`config.mk`:
```
export PLATFORM = sky130hd
export DESIGN_NAME = btn_op_debouncer
export DESIGN_NICKNAME = d
export VERILOG_FILES = /design/src/rtl/lab_pkg.sv /design/src/rtl/btn_sync.sv /design/src/rtl/btn_op_debouncer.sv
export SDC_FILE = /design/constraint.sdc
export NUM_CORES = 1
export LEC_CHECK = 0
export ABC_CLOCK_PERIOD_IN_PS = 2400
export BUFFER_PORTS_ARGS = -buffer_cell sky130_fd_sc_hd__buf_2
export CORE_ASPECT_RATIO = 1.4
export CORE_MARGIN = 5
export CORE_UTILIZATION = 43
export CTS_CLUSTER_DIAMETER = 80
export DETAILED_ROUTE_END_ITERATION = 7
export PLACE_DENSITY_LB_ADDON = 0.3
export RECOVER_POWER = 25
export SYNTH_ARGS = -nofsm -noshare
export SYNTH_HDL_FRONTEND = slang
export SYNTH_SLANG_ARGS = --single-unit
```
`constraint.sdc`:
```
create_clock -name clk_pi -period 2.4 [get_ports clk_pi]
set_input_delay 0.36 -clock clk_pi [delete_from_list [all_inputs] [get_ports clk_pi]]
set_output_delay 0.36 -clock clk_pi [all_outputs]
set_load 0.02 [all_outputs]
```
`src/rtl/lab_pkg.sv`:
```
// rtl/lab_pkg.sv - shared types, defaults and priority helper for the button front end
package lab_pkg;

  typedef enum logic [1:0] {IDLE, DB_PRESS, HELD, DB_REL} db_state_t;

  localparam int DB_TICKS_DEF = 16;
  localparam int N_BTN_MAX    = 32;

  // Highest set bit wins; callers zero-extend narrower button vectors.
  function automatic logic [N_BTN_MAX-1:0] onehot_msb(input logic [N_BTN_MAX-1:0] v);
    logic [N_BTN_MAX-1:0] r;
    r = '0;
    for (int i = 0; i < N_BTN_MAX; i++) begin
      if (v[i]) begin
        r    = '0;
        r[i] = 1'b1;
      end
    end
    return r;
  endfunction

endpackage

```
`src/rtl/btn_sync.sv`:
```
// rtl/btn_sync.sv - N-bit two-flop synchroniser with synchronous reset
module btn_sync #(
  parameter int N = 4
) (
  input  logic         clk_pi,
  input  logic         rst_pi,
  input  logic [N-1:0] d_pi,
  output logic [N-1:0] q_po
);

  logic [N-1:0] r_meta;
  logic [N-1:0] r_sync;

  always_ff @(posedge clk_pi) begin
    if (rst_pi) begin
      r_meta <= '0;
      r_sync <= '0;
    end else begin
      r_meta <= d_pi;
      r_sync <= r_meta;
    end
  end

  assign q_po = r_sync;

endmodule

```
`src/rtl/btn_op_debouncer.sv`:
```
// rtl/btn_op_debouncer.sv - debounces push-buttons and latches the accepted press as a one-hot opcode
module btn_op_debouncer
  import lab_pkg::*;
#(
  parameter int N_BTN    = 4,
  parameter int DB_TICKS = DB_TICKS_DEF,
  parameter int CNT_W    = 5
) (
  input  logic             clk_pi,
  input  logic             rst_pi,
  input  logic             clk_en_pi,
  input  logic [N_BTN-1:0] btn_pi,
  output logic [N_BTN-1:0] op_po,
  output logic             op_valid_po,
  output logic [N_BTN-1:0] press_pulse_po,
  output logic             busy_po
);

  localparam logic [CNT_W-1:0] CNT_LAST = CNT_W'(DB_TICKS - 1);

  logic [N_BTN-1:0]     w_s;
  logic [N_BTN-1:0]     w_s_oh;
  logic [N_BTN_MAX-1:0] w_oh_ext;
  logic                 w_unused_hi;

  db_state_t        r_state, w_state_nxt;
  logic [CNT_W-1:0] r_cnt, w_cnt_nxt;
  logic [N_BTN-1:0] r_cand, w_cand_nxt;
  logic             w_accept;
  logic [N_BTN-1:0] r_op;
  logic             r_valid;
  logic [N_BTN-1:0] r_pulse;

  btn_sync #(.N(N_BTN)) u_sync (
    .clk_pi (clk_pi),
    .rst_pi (rst_pi),
    .d_pi   (btn_pi),
    .q_po   (w_s)
  );

  assign w_oh_ext    = onehot_msb(N_BTN_MAX'(w_s));
  assign w_s_oh      = w_oh_ext[N_BTN-1:0];
  assign w_unused_hi = ^w_oh_ext;

  always_comb begin
    w_state_nxt = r_state;
    w_cnt_nxt   = r_cnt;
    w_cand_nxt  = r_cand;
    w_accept    = 1'b0;
    case (r_state)
      IDLE: begin
        if (w_s != '0) begin
          w_cand_nxt  = w_s_oh;
          w_cnt_nxt   = '0;
          w_state_nxt = DB_PRESS;
        end
      end
      DB_PRESS: begin
        // A changed candidate beats a coincident tick; IDLE re-picks it.
        if (w_s_oh != r_cand) begin
          w_cnt_nxt   = '0;
          w_state_nxt = IDLE;
        end else if (clk_en_pi) begin
          if (r_cnt == CNT_LAST) begin
            w_accept    = 1'b1;
            w_cnt_nxt   = '0;
            w_state_nxt = HELD;
          end else begin
            w_cnt_nxt = r_cnt + 1'b1;
          end
        end
      end
      HELD: begin
        if (w_s == '0) begin
          w_cnt_nxt   = '0;
          w_state_nxt = DB_REL;
        end
      end
      DB_REL: begin
        if (w_s != '0) begin
          w_cnt_nxt   = '0;
          w_state_nxt = HELD;
        end else if (clk_en_pi) begin
          if (r_cnt == CNT_LAST) begin
            w_cnt_nxt   = '0;
            w_state_nxt = IDLE;
          end else begin
            w_cnt_nxt = r_cnt + 1'b1;
          end
        end
      end
      default: begin
        w_cnt_nxt   = '0;
        w_state_nxt = IDLE;
      end
    endcase
  end

  always_ff @(posedge clk_pi) begin
    if (rst_pi) begin
      r_state <= IDLE;
      r_cnt   <= '0;
      r_cand  <= '0;
      r_op    <= '0;
      r_valid <= 1'b0;
      r_pulse <= '0;
    end else begin
      r_state <= w_state_nxt;
      r_cnt   <= w_cnt_nxt;
      r_cand  <= w_cand_nxt;
      r_pulse <= w_accept ? r_cand : '0;
      if (w_accept) begin
        r_op    <= r_cand;
        r_valid <= 1'b1;
      end
    end
  end

  assign op_po          = r_op;
  assign op_valid_po    = r_valid;
  assign press_pulse_po = r_pulse;
  assign busy_po        = (r_state != IDLE);

endmodule

```
==> impl_metrics.ini, run 1 <==
[global_routing]
grt_usage_pct = 12.6
antenna_found_initial = 0
grt_start_max_net_pins = 31
grt_pass1_vias = 856
overflow = 0
grt_pass1_wl_um = 3730

[yosys]
yosysUniqueCellTypes = 39
avgSynthCellArea_um2 = 9.22
ys_warn_count = 0
synth_flop_cell = dfxtp_1
synth_seq_cells = 28
synth.area.top_cells = dfxtp_1 (46%), nor2b_1 (4.1%), a21oi_1 (3.3%)
seq_area_frac_synth_pct = 46.0
yosys.area.top_type_share_pct = 46.0
syn_area_mm2 = 0.00122
yosysTopAreaCell = dfxtp_1
synth_edf_count = 0
syn-num-nets = 140
async_reset_ff_share_pct = 0
synth_cells = 132

[sta]
setup_viol = 0
final.min_clock_period_ns = 1.98
hold_violations = 0
setup_ws_ns = 0.423
hold_ws_ns = 0.232
rsz0062_at_grt = false
drv_slew = 0
tightest_slew_ns = 1.27
final.setup.tns_ns = 0
clock_skew_ns = 0.000624
max_freq_mhz = 506
finalCritPeriodShare_pct = 82.4
slew_headroom_pct = 15.3

[place]
gp_congestion = 0.792
dpl_cell_area_mm2 = 0.00130
hpwl_um = 1620
portBuffers = 16
pre_cts_ws_ns = 0.481

[pwr]
leakage_nw = 0.548
p_sw_w = 0.000198
pwr-share-comb_pct = 8.5
power_frac_clock_pct = 35.2
p_sw_share_pct = 22.7
vdd_ir_drop_max_v = 0.000383
p_int_w = 0.000675
seqPwrFrac_pct = 56.3
cellPowerDensity_mw_per_mm2 = 646

[detailed_routing]
ant_nets = 0
wl_um = 2250
num_vias = 980
vias_per_cell = 5.41
drtPass1Iterations = 4
wire_per_inst_um = 12.4
drc_errors = 0
initialDrtViolationCount = 23

[floorplanning]
dieArea_mm2 = 0.00401
pin_count = 17
core-area_mm2 = 0.00267
die_w_um = 55.0
initial_core_util_pct = 45.6
fp.dieH_um = 73.0
row_count = 22

[setup_path]
r2r_slack_ns = 0.42
critPathArrivalTime_ns = 2.16
cp.required_ns = 2.59
criticalPathCategory = flop to flop
critPathCaptureType = flop
crit_fanout = 10
start_kind = flop

[min_path]
hp-class = primary input to flop

[outcome]
outcome = finished clean

[clock_tree]
clk_latency_ns = 0.32
cts_max_level = 1
cts.sinks = 28
cts_tree = built
postCtsSetupBuffers = 0
cts-hold-fix-buffers = 0
clockBufferDepth = 2
numCtsBuffers = 3
ctsResizeCount = 0
clk_pin_slew_ns = 0.15
root_buffer = clkbuf_4

[final_layout]
finalCoreUtilization_pct = 50.6
area_growth_pct = 11.0
drive_gt1_share_pct = 15.9
finalNetCount = 154
antenna_cells = 0
finalInstanceArea_mm2 = 0.00135

[job]
maxCapViolations = 0
==> through the flow <==
step / cells / total power, W
final: 181 / 0.000873
after floorplan: 132 / 0.000557
after detailed placement: 177 / 0.000576
after global placement: 177 / 0.000574
after global routing: 181 / 0.000913
after CTS: 181 / 0.000885
==> placed cells by master, fill, tap and decap left out, drive strengths merged, types with 2 or more instances in the layout <==
| cell type | instances |
|---|---|
| or2 | 2 |
| clkbuf | 5 |
| nor3 | 5 |
| o31ai | 2 |
| nor2b | 8 |
| nand2 | 10 |
| and3b | 2 |
| nor2 | 9 |
| nor3b | 5 |
| nand3 | 5 |
| a21oi | 9 |
| o21ai | 8 |
| mux2i | 4 |
| dfxtp | 28 |
| nor4 | 2 |
| buf | 14 |
| nand2b | 3 |
| inv | 5 |
| nand4 | 2 |
==> layout make-up <==
cell class	instances	area (um2)
flip-flops and latches	28	561
fillers	268	1320
clock buffers	3	22.5
repair buffers	16	77.6
inverters	5	18.8
multi-input cells	92	597
clock inverters	1	30.0
well taps	36	45.0
==> power groups by stage <==
stage / Combinational [W] / Clock, W / Sequential (W)
2_1_floorplan: 0.0000629 / 0 / 0.000494
3_3_place_gp: 0.0000729 / 0 / 0.000501
3_5_place_dp: 0.0000749 / 0 / 0.000502
4_1_cts: 0.0000752 / 0.000318 / 0.000492
5_1_grt: 0.0000827 / 0.000335 / 0.000495
6_report: 0.0000743 / 0.000307 / 0.000492
==> worst max-delay path, cell delays in order, from the launching register on <==
cell and delay, ns:
dfxtp_1 0.53, and4bb_1 0.26, o311ai_1 0.35, a211o_1 0.42, mux2i_1 0.23, nor2_1 0.05
==> per-layer routing <==
layer	routed length (um)	GRT usage, %	part of all wire (%)
met5	0	0	0
met1	995	15.4	44
met3	97	2.45	4.3
met2	1120	20.3	50
met4	37	6.49	1.6
==> cells in the mapped netlist (2+ instances only) <==
cell	n
nand2_1	10
clkbuf_1	5
o21ai_0	5
nor2b_1	8
nor2_1	9
a21oi_1	8
nand3_1	5
nor3_1	4
nand4_1	2
and3b_1	2
buf_6	2
inv_1	5
nor3b_1	5
dfxtp_1	28
o21ai_1	3
or2_1	2
nand2b_1	3
o31ai_1	2
mux2i_1	4
==> worst paths after layout <==
path                                      from                to  cells past startpoint
worst min-delay path                 btn_pi[1]  u_sync.r_meta[1]                      2
worst min register to register        r_cnt[4]          r_cnt[4]                      2
worst max register to register  u_sync.q_po[3]          op_po[3]                      5
worst max-delay path            u_sync.q_po[3]          op_po[3]                      5
==> flip-flops by register name, indices dropped and copies added (netlist names) <==
signal / count
op_valid_po: 1
r_cand: 4
op_po: 4
r_cnt: 5
u_sync.q_po: 4
u_sync.r_meta: 4
r_state: 2
press_pulse_po: 4
==> logic make-up (layout without fill, tap and decap cells) <==
| group | after synthesis | after routing | share of synthesized area (%) |
|---|---|---|---|
| AND/OR/NAND/NOR | 60 | 60 | 29.8 |
| flip-flops | 28 | 28 | 46.0 |
| AO/OA/AOI/OAI | 25 | 25 | 13.3 |
| buffers and inverters | 12 | 25 | 4.93 |
| multiplexers | 5 | 5 | 4.21 |
| adder cells (fa/ha/maj) | 1 | 1 | 1.03 |
| XOR/XNOR | 1 | 1 | 0.720 |
No activity file was read; power rests on OpenSTA's default activity.
==> inputs of run 2 (changes only) <==
--- a/config.mk
+++ b/config.mk
@@ -5,7 +5,7 @@
 export SDC_FILE = /design/constraint.sdc
 export NUM_CORES = 1
 export LEC_CHECK = 0
-export ABC_CLOCK_PERIOD_IN_PS = 2400
+export ABC_CLOCK_PERIOD_IN_PS = 1800
 export BUFFER_PORTS_ARGS = -buffer_cell sky130_fd_sc_hd__buf_2
 export CORE_ASPECT_RATIO = 1.4
 export CORE_MARGIN = 5
==> constraint.sdc (replaced) <==
create_clock -name clk_pi -period 1.8 [get_ports clk_pi]
set_input_delay 0.27 -clock clk_pi [delete_from_list [all_inputs] [get_ports clk_pi]]
set_output_delay 0.27 -clock clk_pi [all_outputs]
set_load 0.02 [all_outputs]
==> run 2 against run 1 <==
Net effect:
- clock skew is 0.0026 ns higher
- routed wire length rose by 3.7%
- register-to-register slack worse by 0.35 ns
==> impl_metrics.ini, run 2 (synthesis results as in run 1) <==
[final_layout]
finalNetCount = 161
regMostFlops = r_cnt
layout_common_cells = dfxtp_1 (25), buf_2 (16), nand2_1 (10), nor2_1 (9)
finalCoreUtilization_pct = 53.6
drive_gt1_share_pct = 25.0
ff_latch_area_um2 = 564
final_common_cell = dfxtp_1
finalInstanceArea_mm2 = 0.00143
fill_cells = 257
largest_register_ffs = 5
area_growth_pct = 17.5
antenna_cells = 0
fin_cells = 188
multi_input_area_um2 = 617

[pwr]
vdd_ir_drop_max_v = 0.000384
p_total_w = 0.00119
leakage_nw = 0.595
cellPowerDensity_mw_per_mm2 = 834

[detailed_routing]
wire_per_inst_um = 12.4
initialDrtViolationCount = 33
wl_um = 2330
drc_errors = 0
ant_nets = 0
vias_per_cell = 5.40
drtPass1Iterations = 4
num_vias = 1016

[global_routing]
overflow = 0
grt_start_max_net_pins = 24
grt_pass1_wl_um = 3900
grt_usage_pct = 13.0
grt_pass1_vias = 895
antenna_found_initial = 0

[place]
gp_congestion = 0.803
portBuffers = 16
dpl_cell_area_mm2 = 0.00135
place_inst = 184
hpwl_um = 1740

[clock_tree]
postCtsSetupBuffers = 0
root_buffer = clkbuf_4
cts.sinks = 28
clk_latency_ns = 0.34
cts_tree = built
clk_pin_slew_ns = 0.15
cts_max_level = 1
numCtsBuffers = 3
clockBufferDepth = 2

[setup_path]
crit_fanout = 10
critPathArrivalTime_ns = 2.00
cp.required_ns = 2.07
worstPathCellList = ha_1 -> nand4_1 -> or2_1 -> a211o_2 -> a221oi_2
start_kind = flop
critPathCaptureType = flop
max_stage_delay_ns = 0.42
critPathSlowestCell = dfxtp_1
criticalPathCategory = flop to flop

[floorplanning]
row_count = 22
initial_core_util_pct = 45.6
dieArea_mm2 = 0.00401
die_w_um = 55.0
fp.dieH_um = 73.0
core-area_mm2 = 0.00267
pin_count = 17

[min_path]
hp-class = primary input to flop

[sta]
tightest_slew_ns = 0.455
finalCritPeriodShare_pct = 96.2
rsz0062_at_grt = true
final.min_clock_period_ns = 1.73
slew_headroom_pct = 69.4
clock_skew_ns = 0.00322
hold_ws_ns = 0.127
setup_viol = 0
hold_violations = 0
drv_slew = 0
max_freq_mhz = 578

[job]
maxCapViolations = 0

[outcome]
outcome = finished clean
[run 2: per-stage QoR]
step,TNS [ns],worst slack [ns]
4_1_cts,0,0.0188
6_report,0,0.0685
3_3_place_gp,0,0.0790
3_5_place_dp,0,0.0379
5_1_grt,-0.0438,-0.0302
2_1_floorplan,0,0.218
[run 2: per-layer routing]
metal	track usage [%]	part of all wire [%]	vias to the layer above
li1	-	-	503
met1	15.4	42	477
met2	21.6	50	31
met3	2.45	5.3	5
met4	6.76	2.4	0
met5	0	0	-
[run 2: worst max-delay path: cells and delay by family (launching register included)]
kind | cells | cell delay (ns)
flip-flops | 1 | 0.42
AO/OA/AOI/OAI | 2 | 0.67
AND/OR/NAND/NOR | 2 | 0.37
adder cells (fa/ha/maj) | 1 | 0.19
[run 2: layout make-up]
class                      instances  area share [%]
tap                               36            3.15
clock inverter                     1            2.10
sequential                        28            39.5
multi-input combinational         92            43.1
timing repair buffer              23            9.27
inverter                           5            1.31
clock buffer                       3            1.57
[run 2: path summary, 6_finish.rpt]
| check | end | slack [ns] | startpoint | cells past startpoint |
|---|---|---|---|---|
| worst min-delay path | u_sync.r_meta[2] | 0.13 | btn_pi[2] | 2 |
| worst min register to register | r_cnt[4] | 0.45 | r_cnt[4] | 2 |
| worst max register to register | r_state[1] | 0.07 | r_cnt[0] | 5 |
| worst max-delay path | r_state[1] | 0.07 | r_cnt[0] | 5 |
[run 2: what timing repair did]
item	4_1_cts	5_1_grt
resized for setup	0	7
hold buffers	0	0
setup endpoints to repair	0	15
[run 2: where the power goes]
group          internal, W  switching, W  total (W)
combinational    0.0000550     0.0000706   0.000126
sequential        0.000636     0.0000146   0.000651
clock             0.000226      0.000191   0.000417
